## config.mk

```make
export PLATFORM = sky130hd
export DESIGN_NAME = alu_resp_unit_flat
export DESIGN_NICKNAME = d
export VERILOG_FILES = /design/src/rtl/alu_resp_pkg.sv /design/src/rtl/alu_resp_if.sv /design/src/rtl/alu_resp_mul.sv /design/src/rtl/alu_resp_unit.sv /design/src/flat_wrapper.sv
export SDC_FILE = /design/constraint.sdc
export NUM_CORES = 1
export LEC_CHECK = 0
export ABC_AREA = 1
export ABC_CLOCK_PERIOD_IN_PS = 6700
export CAP_MARGIN = 20
export CORE_MARGIN = 4
export CORE_UTILIZATION = 45
export CTS_CLUSTER_DIAMETER = 30
export DETAILED_ROUTE_END_ITERATION = 6
export GPL_TIMING_DRIVEN = 0
export HOLD_SLACK_MARGIN = 0.05
export PLACE_DENSITY = 0.71
export REMOVE_ABC_BUFFERS = 1
export SLEW_MARGIN = 40
export SYNTH_ARGS = -nofsm -noshare
export SYNTH_HDL_FRONTEND = slang
export SYNTH_SLANG_ARGS = --single-unit
```

## constraint.sdc

```tcl
create_clock -name clk -period 6.7 [get_ports clk]
set_input_delay 1.675 -clock clk [delete_from_list [all_inputs] [get_ports clk]]
set_output_delay 1.675 -clock clk [all_outputs]
set_load 0.03 [all_outputs]
```

## src/rtl/alu_resp_pkg.sv

```systemverilog
// Shared encodings for the ALU responder: operation codes and FSM states.
// Imported by the responder top and its bench.
package alu_resp_pkg;

    typedef enum logic [1:0] {
        OP_ADD = 2'b00,
        OP_SUB = 2'b01,
        OP_AND = 2'b10,
        OP_MUL = 2'b11
    } op_t;

    typedef enum logic [1:0] {
        IDLE = 2'b00,
        MUL  = 2'b01,
        DONE = 2'b10
    } state_t;

endpackage

```

## src/rtl/alu_resp_if.sv

```systemverilog
// Request/response handshake bundle between an operand initiator and the ALU responder.
// The initiator uses the master modport; the responder uses the slave modport.
interface alu_resp_if #(
    parameter int WIDTH = 4
);
    logic                 req_valid;
    logic                 req_ready;
    logic [WIDTH-1:0]     inA;
    logic [WIDTH-1:0]     inB;
    logic [1:0]           op;
    logic                 rsp_valid;
    logic                 rsp_ready;
    logic [2*WIDTH-1:0]   ans;
    logic                 busy;

    modport master (
        output req_valid, inA, inB, op, rsp_ready,
        input  req_ready, rsp_valid, ans, busy
    );

    modport slave (
        input  req_valid, inA, inB, op, rsp_ready,
        output req_ready, rsp_valid, ans, busy
    );
endinterface

```

## src/rtl/alu_resp_mul.sv

```systemverilog
// Iterative shift-add multiplier: one bit of B per cycle, WIDTH cycles after start.
// No backpressure; done pulses with the final product on the cycle of the last iteration.
module alu_resp_mul #(
    parameter int WIDTH = 4
) (
    input  logic                 clk,
    input  logic                 rst_n,
    input  logic                 start,
    input  logic [WIDTH-1:0]     a,
    input  logic [WIDTH-1:0]     b,
    output logic [2*WIDTH-1:0]   product,
    output logic                 done
);
    localparam int CW = $clog2(WIDTH);

    logic [WIDTH-1:0]   a_r;
    logic [WIDTH-1:0]   b_r;
    logic [2*WIDTH-1:0] acc;
    logic [2*WIDTH-1:0] partial;
    logic [2*WIDTH-1:0] acc_nxt;
    logic [CW-1:0]      cnt;
    logic               run;
    logic               last;

    assign last    = run && (cnt == CW'(WIDTH-1));
    assign partial = b_r[cnt] ? ({{WIDTH{1'b0}}, a_r} << cnt) : '0;
    assign acc_nxt = acc + partial;

    // The final sum is handed out combinationally so the FSM can latch it on the last step.
    assign product = acc_nxt;
    assign done    = last;

    always_ff @(posedge clk) begin
        if (!rst_n) begin
            a_r <= '0;
            b_r <= '0;
            acc <= '0;
            cnt <= '0;
            run <= 1'b0;
        end else if (start) begin
            a_r <= a;
            b_r <= b;
            acc <= '0;
            cnt <= '0;
            run <= 1'b1;
        end else if (run) begin
            acc <= acc_nxt;
            cnt <= cnt + 1'b1;
            if (last) begin
                run <= 1'b0;
            end
        end
    end
endmodule

```

## src/rtl/alu_resp_unit.sv

```systemverilog
// ALU responder: accepts one operand request, computes ADD/SUB/AND in one cycle or MUL over WIDTH cycles.
// Latency 1 cycle (logic ops) or WIDTH+1 cycles (MUL) from accept to rsp_valid; optional done_cnt with ALU_RESP_CNT_EN.
// Result is held until rsp_ready; no new request is accepted until the response has been consumed.
module alu_resp_unit
    import alu_resp_pkg::*;
#(
    parameter int WIDTH = 4,
    parameter int CNT_W = 16
) (
    input  logic             clk,
    input  logic             rst_n,
    alu_resp_if.slave        bus
`ifdef ALU_RESP_CNT_EN
    ,
    output logic [CNT_W-1:0] done_cnt
`endif
);
    state_t             state;
    state_t             state_nxt;
    logic               accept;
    logic               mul_start;
    logic               ld_logic;
    logic               ld_mul;
    logic               mul_done;
    logic [2*WIDTH-1:0] mul_product;
    logic [WIDTH:0]     a_x;
    logic [WIDTH:0]     b_x;
    logic [WIDTH:0]     logic_res;
    logic [2*WIDTH-1:0] ans_r;

    assign bus.req_ready = rst_n && (state == IDLE);
    assign accept        = bus.req_valid && bus.req_ready;
    assign bus.rsp_valid = (state == DONE);
    assign bus.busy      = (state != IDLE);
    assign bus.ans       = ans_r;

    // Bit WIDTH carries the ADD carry-out or the SUB borrow.
    assign a_x = {1'b0, bus.inA};
    assign b_x = {1'b0, bus.inB};

    always_comb begin
        logic_res = '0;
        case (bus.op)
            OP_ADD:  logic_res = a_x + b_x;
            OP_SUB:  logic_res = a_x - b_x;
            OP_AND:  logic_res = a_x & b_x;
            default: logic_res = '0;
        endcase
    end

    alu_resp_mul #(.WIDTH(WIDTH)) u_mul (
        .clk     (clk),
        .rst_n   (rst_n),
        .start   (mul_start),
        .a       (bus.inA),
        .b       (bus.inB),
        .product (mul_product),
        .done    (mul_done)
    );

    always_ff @(posedge clk) begin
        if (!rst_n) begin
            state <= IDLE;
        end else begin
            state <= state_nxt;
        end
    end

    always_comb begin
        state_nxt = state;
        mul_start = 1'b0;
        ld_logic  = 1'b0;
        ld_mul    = 1'b0;
        case (state)
            IDLE: begin
                if (accept) begin
                    if (bus.op == OP_MUL) begin
                        mul_start = 1'b1;
                        state_nxt = MUL;
                    end else begin
                        ld_logic  = 1'b1;
                        state_nxt = DONE;
                    end
                end
            end
            MUL: begin
                if (mul_done) begin
                    ld_mul    = 1'b1;
                    state_nxt = DONE;
                end
            end
            DONE: begin
                if (bus.rsp_ready) begin
                    state_nxt = IDLE;
                end
            end
            default: state_nxt = IDLE;
        endcase
    end

    always_ff @(posedge clk) begin
        if (!rst_n) begin
            ans_r <= '0;
        end else if (ld_logic) begin
            ans_r <= {{(WIDTH-1){1'b0}}, logic_res};
        end else if (ld_mul) begin
            ans_r <= mul_product;
        end
    end

`ifdef ALU_RESP_CNT_EN
    always_ff @(posedge clk) begin
        if (!rst_n) begin
            done_cnt <= '0;
        end else if (bus.rsp_valid && bus.rsp_ready) begin
            done_cnt <= done_cnt + 1'b1;
        end
    end
`else
    wire unused_cnt_w = |CNT_W;
`endif
endmodule

```

## src/flat_wrapper.sv

```systemverilog
// flat-port wrapper written by rule: the top's interface ports become plain ports
module alu_resp_unit_flat import alu_resp_pkg::*;
#(
    parameter int WIDTH = 4,
    parameter int CNT_W = 16
)
  (clk, rst_n, bus_req_valid, bus_inA, bus_inB, bus_op, bus_rsp_ready, bus_req_ready, bus_rsp_valid, bus_ans, bus_busy);
  alu_resp_if #(.WIDTH(WIDTH)) bus_i ();
  input  logic clk;
  input  logic rst_n;
  input wire logic [$bits(bus_i.req_valid)-1:0] bus_req_valid;
  input wire logic [$bits(bus_i.inA)-1:0] bus_inA;
  input wire logic [$bits(bus_i.inB)-1:0] bus_inB;
  input wire logic [$bits(bus_i.op)-1:0] bus_op;
  input wire logic [$bits(bus_i.rsp_ready)-1:0] bus_rsp_ready;
  output wire logic [$bits(bus_i.req_ready)-1:0] bus_req_ready;
  output wire logic [$bits(bus_i.rsp_valid)-1:0] bus_rsp_valid;
  output wire logic [$bits(bus_i.ans)-1:0] bus_ans;
  output wire logic [$bits(bus_i.busy)-1:0] bus_busy;
  assign bus_i.req_valid = bus_req_valid;
  assign bus_i.inA = bus_inA;
  assign bus_i.inB = bus_inB;
  assign bus_i.op = bus_op;
  assign bus_i.rsp_ready = bus_rsp_ready;
  assign bus_req_ready = bus_i.req_ready;
  assign bus_rsp_valid = bus_i.rsp_valid;
  assign bus_ans = bus_i.ans;
  assign bus_busy = bus_i.busy;
  alu_resp_unit #(.WIDTH(WIDTH), .CNT_W(CNT_W)) u_core (.clk(clk), .rst_n(rst_n), .bus(bus_i));
endmodule
```

=== After elaboration in Yosys (flattened, before gate mapping) ===
Index checks and enable logic that the tools add are counted.

* Reductions and logical operators: 10
* Shift operators: 1
* Equality and inequality tests: 9
* Add/sub/neg operators: 4
* Muxes and demuxes: 22
* Bitwise gates (word level): 2
* $lt $le $gt $ge: 1

{| class="wikitable"
|+ Operators with widths
! kind !! count
|-
| 5-bit case mux with 3 select lines || 1
|-
| 1-bit 2-to-1 mux || 12
|-
| 5-bit 2-to-1 mux || 2
|-
| 8-bit adder || 1
|-
| 2-bit equality test (second input constant) || 4
|-
| 2-bit 2-to-1 mux || 4
|-
| 8-bit 2-to-1 mux || 1
|-
| 4-bit by 2-bit << shifter with 8-bit output || 1
|-
| 2-bit case mux with 3 select lines || 1
|-
| 4-bit by 4-bit adder with 5-bit output || 1
|-
| 4-bit by 4-bit subtractor with 5-bit output || 1
|-
| 4-bit AND || 1
|-
| 2-bit by 1-bit equality test with 1-bit output (second input constant) || 2
|-
| 2-bit zero test || 2
|-
| 2-bit by 1-bit != test with 1-bit output (second input constant) || 2
|-
| 2-bit nonzero test || 2
|-
| 2-bit OR reduction || 2
|-
| 1-bit logical AND || 3
|-
| 2-bit by 3-bit < comparator with 1-bit output (second input constant) || 1
|-
| 3-bit AND reduction || 1
|-
| 2-bit by 1-bit adder with 2-bit output (second input constant) || 1
|-
| 1-bit binary-select mux with 2-bit select || 1
|-
| 2-bit != test (second input constant) || 1
|-
| 1-bit NOT || 1
|}

* Bits of input ports: 14
* Output and inout bits: 11
* Flip-flop bits (word level): 29

=== Longest topological paths before layout ===
* Depth after elaboration: 6
* Gate-level depth with buffers: 17
* Gate-level depth less buffers: 16

=== Modules after synthesis ===
A second synthesis with hierarchy kept.

* Cell total of the unflattened synthesis: 302
* Area total of the unflattened synthesis: 2,011.9 sq um

{| class="wikitable"
|+ By module, submodules not included
! module !! cells an instance !! times used !! area an instance (sq um)
|-
| alu_resp_mul || 183 || 1 || 1,197.4
|-
| alu_resp_unit || 119 || 1 || 814.5
|}

=== Worst setup path after synthesis ===
Ideal clock, no wire load.

* Path type: in2out
* From: input rst_n
* To: output bus_req_ready
* Setup slack: 2.951 ns
* Stages: 3
* Buffers on the path: 1
* Required time: 5.025 ns
* Arrival time: 2.074 ns
* Cell sequence: buf_6 inv_4 nor2_4

* Word-level cells in the longest chain between the ends: 1

{| class="wikitable"
|+ RTL lines
! item !! line !! text
|-
| from (decl) || flat_wrapper.sv:10 || <nowiki>input logic rst_n;</nowiki>
|-
| 1-bit logical AND || alu_resp_unit.sv:31 || <nowiki>assign bus.req_ready = rst_n && (state == IDLE);</nowiki>
|-
| to (decl) || flat_wrapper.sv:16 || <nowiki>output wire logic [$bits(bus_i.req_ready)-1:0] bus_req_ready;</nowiki>
|}

No other way between the ends.

=== Final worst setup path ===
Ends and elaborated chain as after synthesis.

==> impl_results.md <==
* CP Launch Type: input pin
* WS Path Type: in -> out
* # clock sinks at 29
* Seq/Total Area, Yosys at 0.2946
* Slew at the pin closest to its max-slew limit at 0.7741 ns
* Final GP Congestion at around 0.84
* Detailed placer's ending HPWL at roughly 3400 µm
* Power consumption at ~0.00041 W
* Final setup skew at between 0.006 and 0.007 ns
* Core ar. at 4115 µm²
* Routed wire length at ~4400 µm
* Root Buffer Master: clkbuf_8
* Area of the multi-input gates at ~1200 µm²
* First-pass GRT wire length at 7803 µm
* Vias per Instance at about 5
* Nets@finish at about 350
* Grt ovf at 0
* Final Max Tran Viols at 0
* Die area at 5502 µm²
* Overall routing resource usage at 0.1855
* Final setup violation count at 0
* Clk_lat worst skew at 0.28 ns
* Port Buf Inserts at 24
* Clock-pin slew on the worst setup and hold paths at 0.06 ns
* Final WS setup at between 1 and 1.5 ns
* WP data arrival at about 3.6 ns
* Final hold vios at 0
* Final TNS setup at 0 ns
* Largest net degree at the start of global routing at 19
* Die Span Y at ~74 µm
* Status: finished, final reports clean
* Hold Path Class: reg -> reg
* Register area at roughly 580 µm²
* Final Instance Count excl. Fillers at 366
* Hold buffers post-CTS at 0
* Share of layout cells above drive strength 1 at 0.05063
* Placed instance count at 359
* I/O pin count at 25
* Final ANT Viol Nets at 0
* CTS tree: yes
* #FFs+latches synth at 29
* Resize count post-CTS at 0
* Synth Cell Area at around 2000 µm²
* DRC at 0
* Initial Util at 0.4789
* Fillers at 431
* Max-Cap Viols at 0
* Place WS at between 1 and 1.5 ns
* Total leakage power at between 1 and 1.5 nW
* Peak supply drop at around 0.10 mV
* Pwr/cell area at ~180 nW/µm²
* Achievable Freq at 0.1900 GHz
* Final core occ at 0.5607
* Peak fanout along the critical path at 18
* Cell variety after synth at 31
* Synthesized netlist cell count at slightly below 300
* Initial DRC count at about 170
* Rows at 23
* FF-to-FF setup slack at 4.21 ns
* Setup Buffers After CTS at 0
* Die Width at 74.18 µm
* Minimum clock period at 5.263 ns
* Vias in the first global route at 1752
* CP endpoint kind: output port
* Htree depth at 2
* Critical Path RT at just over 5 ns
* N_diodes at 0
* DRT Pass-1 Iters at 4
* Area delta synth->final at 17.08%
* YS warnings at 0
* Initial antenna violation count at 0
* Commonest cells after routing, fill and taps aside: nand2_1, inv_1, nor2_1
* Synthesized area per cell at ~6.7 µm²
* Commonest non-fill, non-tap cell in the layout: nand2_1
* RSZ-0062 raised after global routing: no
* DR WL/cell at roughly 12 µm
* Detailed-route via count at 1843
* Crit share post-route at 0.7855
* CTS max path bufs at 2
* Worst slew margin at 0.4823
* Num CTS Buffers at 5
==> where the power goes <==
group          total [W]  switching (W)  internal, W
sequential      0.000183     0.00000463     0.000178
combinational  0.0000779      0.0000464    0.0000315
clock           0.000144      0.0000631    0.0000812
total           0.000405       0.000114     0.000291
==> registers in the layout, indices dropped and copies added, names as in the netlist <==
name	cells
u_core.bus.ans	8
u_core.state	2
u_core.u_mul.a_r	4
u_core.u_mul.acc	8
u_core.u_mul.b_r	4
u_core.u_mul.cnt	2
u_core.u_mul.run	1
==> synth_stat cells <==
cell	instances	area share
a21o_1	1	0.0038
a21oi_1	27	0.069
buf_2	3	0.0076
buf_6	3	0.017
clkbuf_1	1	0.0019
dfxtp_1	29	0.29
fa_1	2	0.020
ha_1	14	0.089
inv_1	41	0.078
inv_2	1	0.0019
inv_4	1	0.0032
mux2i_1	1	0.0051
nand2_1	59	0.11
nand2_2	3	0.0095
nand2_4	2	0.011
nand2b_1	1	0.0032
nand3_1	26	0.066
nand3b_1	1	0.0038
nand4_1	3	0.0095
nand4_4	1	0.011
nor2_1	38	0.072
nor2_4	1	0.0057
nor2_8	1	0.010
nor3_1	1	0.0025
o211ai_1	3	0.011
o21ai_0	18	0.046
o21ai_1	4	0.010
o21bai_1	1	0.0038
o31ai_1	1	0.0038
or2_0	1	0.0032
xor2_1	3	0.013
==> layout make-up <==
class | instances | share of cell area
multi-input combinational | 213 | 0.5087
sequential | 29 | 0.2516
timing repair buffer | 24 | 0.1041
inverter | 43 | 0.07104
clock buffer | 7 | 0.03742
tap | 50 | 0.02712
==> logic make-up after synthesis <==
group                    share of synthesized area
AO/OA/AOI/OAI                               0.1473
XOR/XNOR                                   0.01334
adder cells (fa/ha/maj)                     0.1092
buffers and inverters                       0.1098
flip-flops                                  0.2946
multiplexers                              0.005080
AND/OR/NAND/NOR                             0.3206
==> path summary, 6_finish.rpt <==
check,start,end,depth (start not counted)
worst max-delay path,rst_n,bus_req_ready,4
worst max register to register,u_core.u_mul.cnt[0]$_SDFFE_PP0P_,u_core.u_mul.acc[6]$_SDFFE_PP0P_,13
worst min register to register,u_core.u_mul.acc[2]$_SDFFE_PP0P_,u_core.u_mul.acc[2]$_SDFFE_PP0P_,2
worst min-delay path,u_core.u_mul.acc[2]$_SDFFE_PP0P_,u_core.u_mul.acc[2]$_SDFFE_PP0P_,2
==> per-stage QoR <==
step	cell area [µm²]	hold WS, ns
after floorplan	1918	0.4443
after global placement	2221	0.4540
after detailed placement	2221	0.4626
after CTS	2307	0.4728
after global routing	2307	0.4879
final	2307	0.4687
==> worst max-delay path: stages <==
cell,delay [ns]
clkdlybuf4s50_1,0.97
inv_4,0.09
nor2_4,0.16
clkdlybuf4s50_1,0.68
==> layer usage <==
| layer | global-route usage | vias up | routed length, µm |
|---|---|---|---|
| li1 | - | 988 | - |
| met1 | 0.2521 | 815 | 2223 |
| met2 | 0.2864 | 33 | 1901 |
| met3 | 0.03784 | 7 | 165 |
| met4 | 0.07646 | 0 | 69 |
| met5 | 0 | - | 0 |
Note: power is estimated with default switching activity, not from simulation.
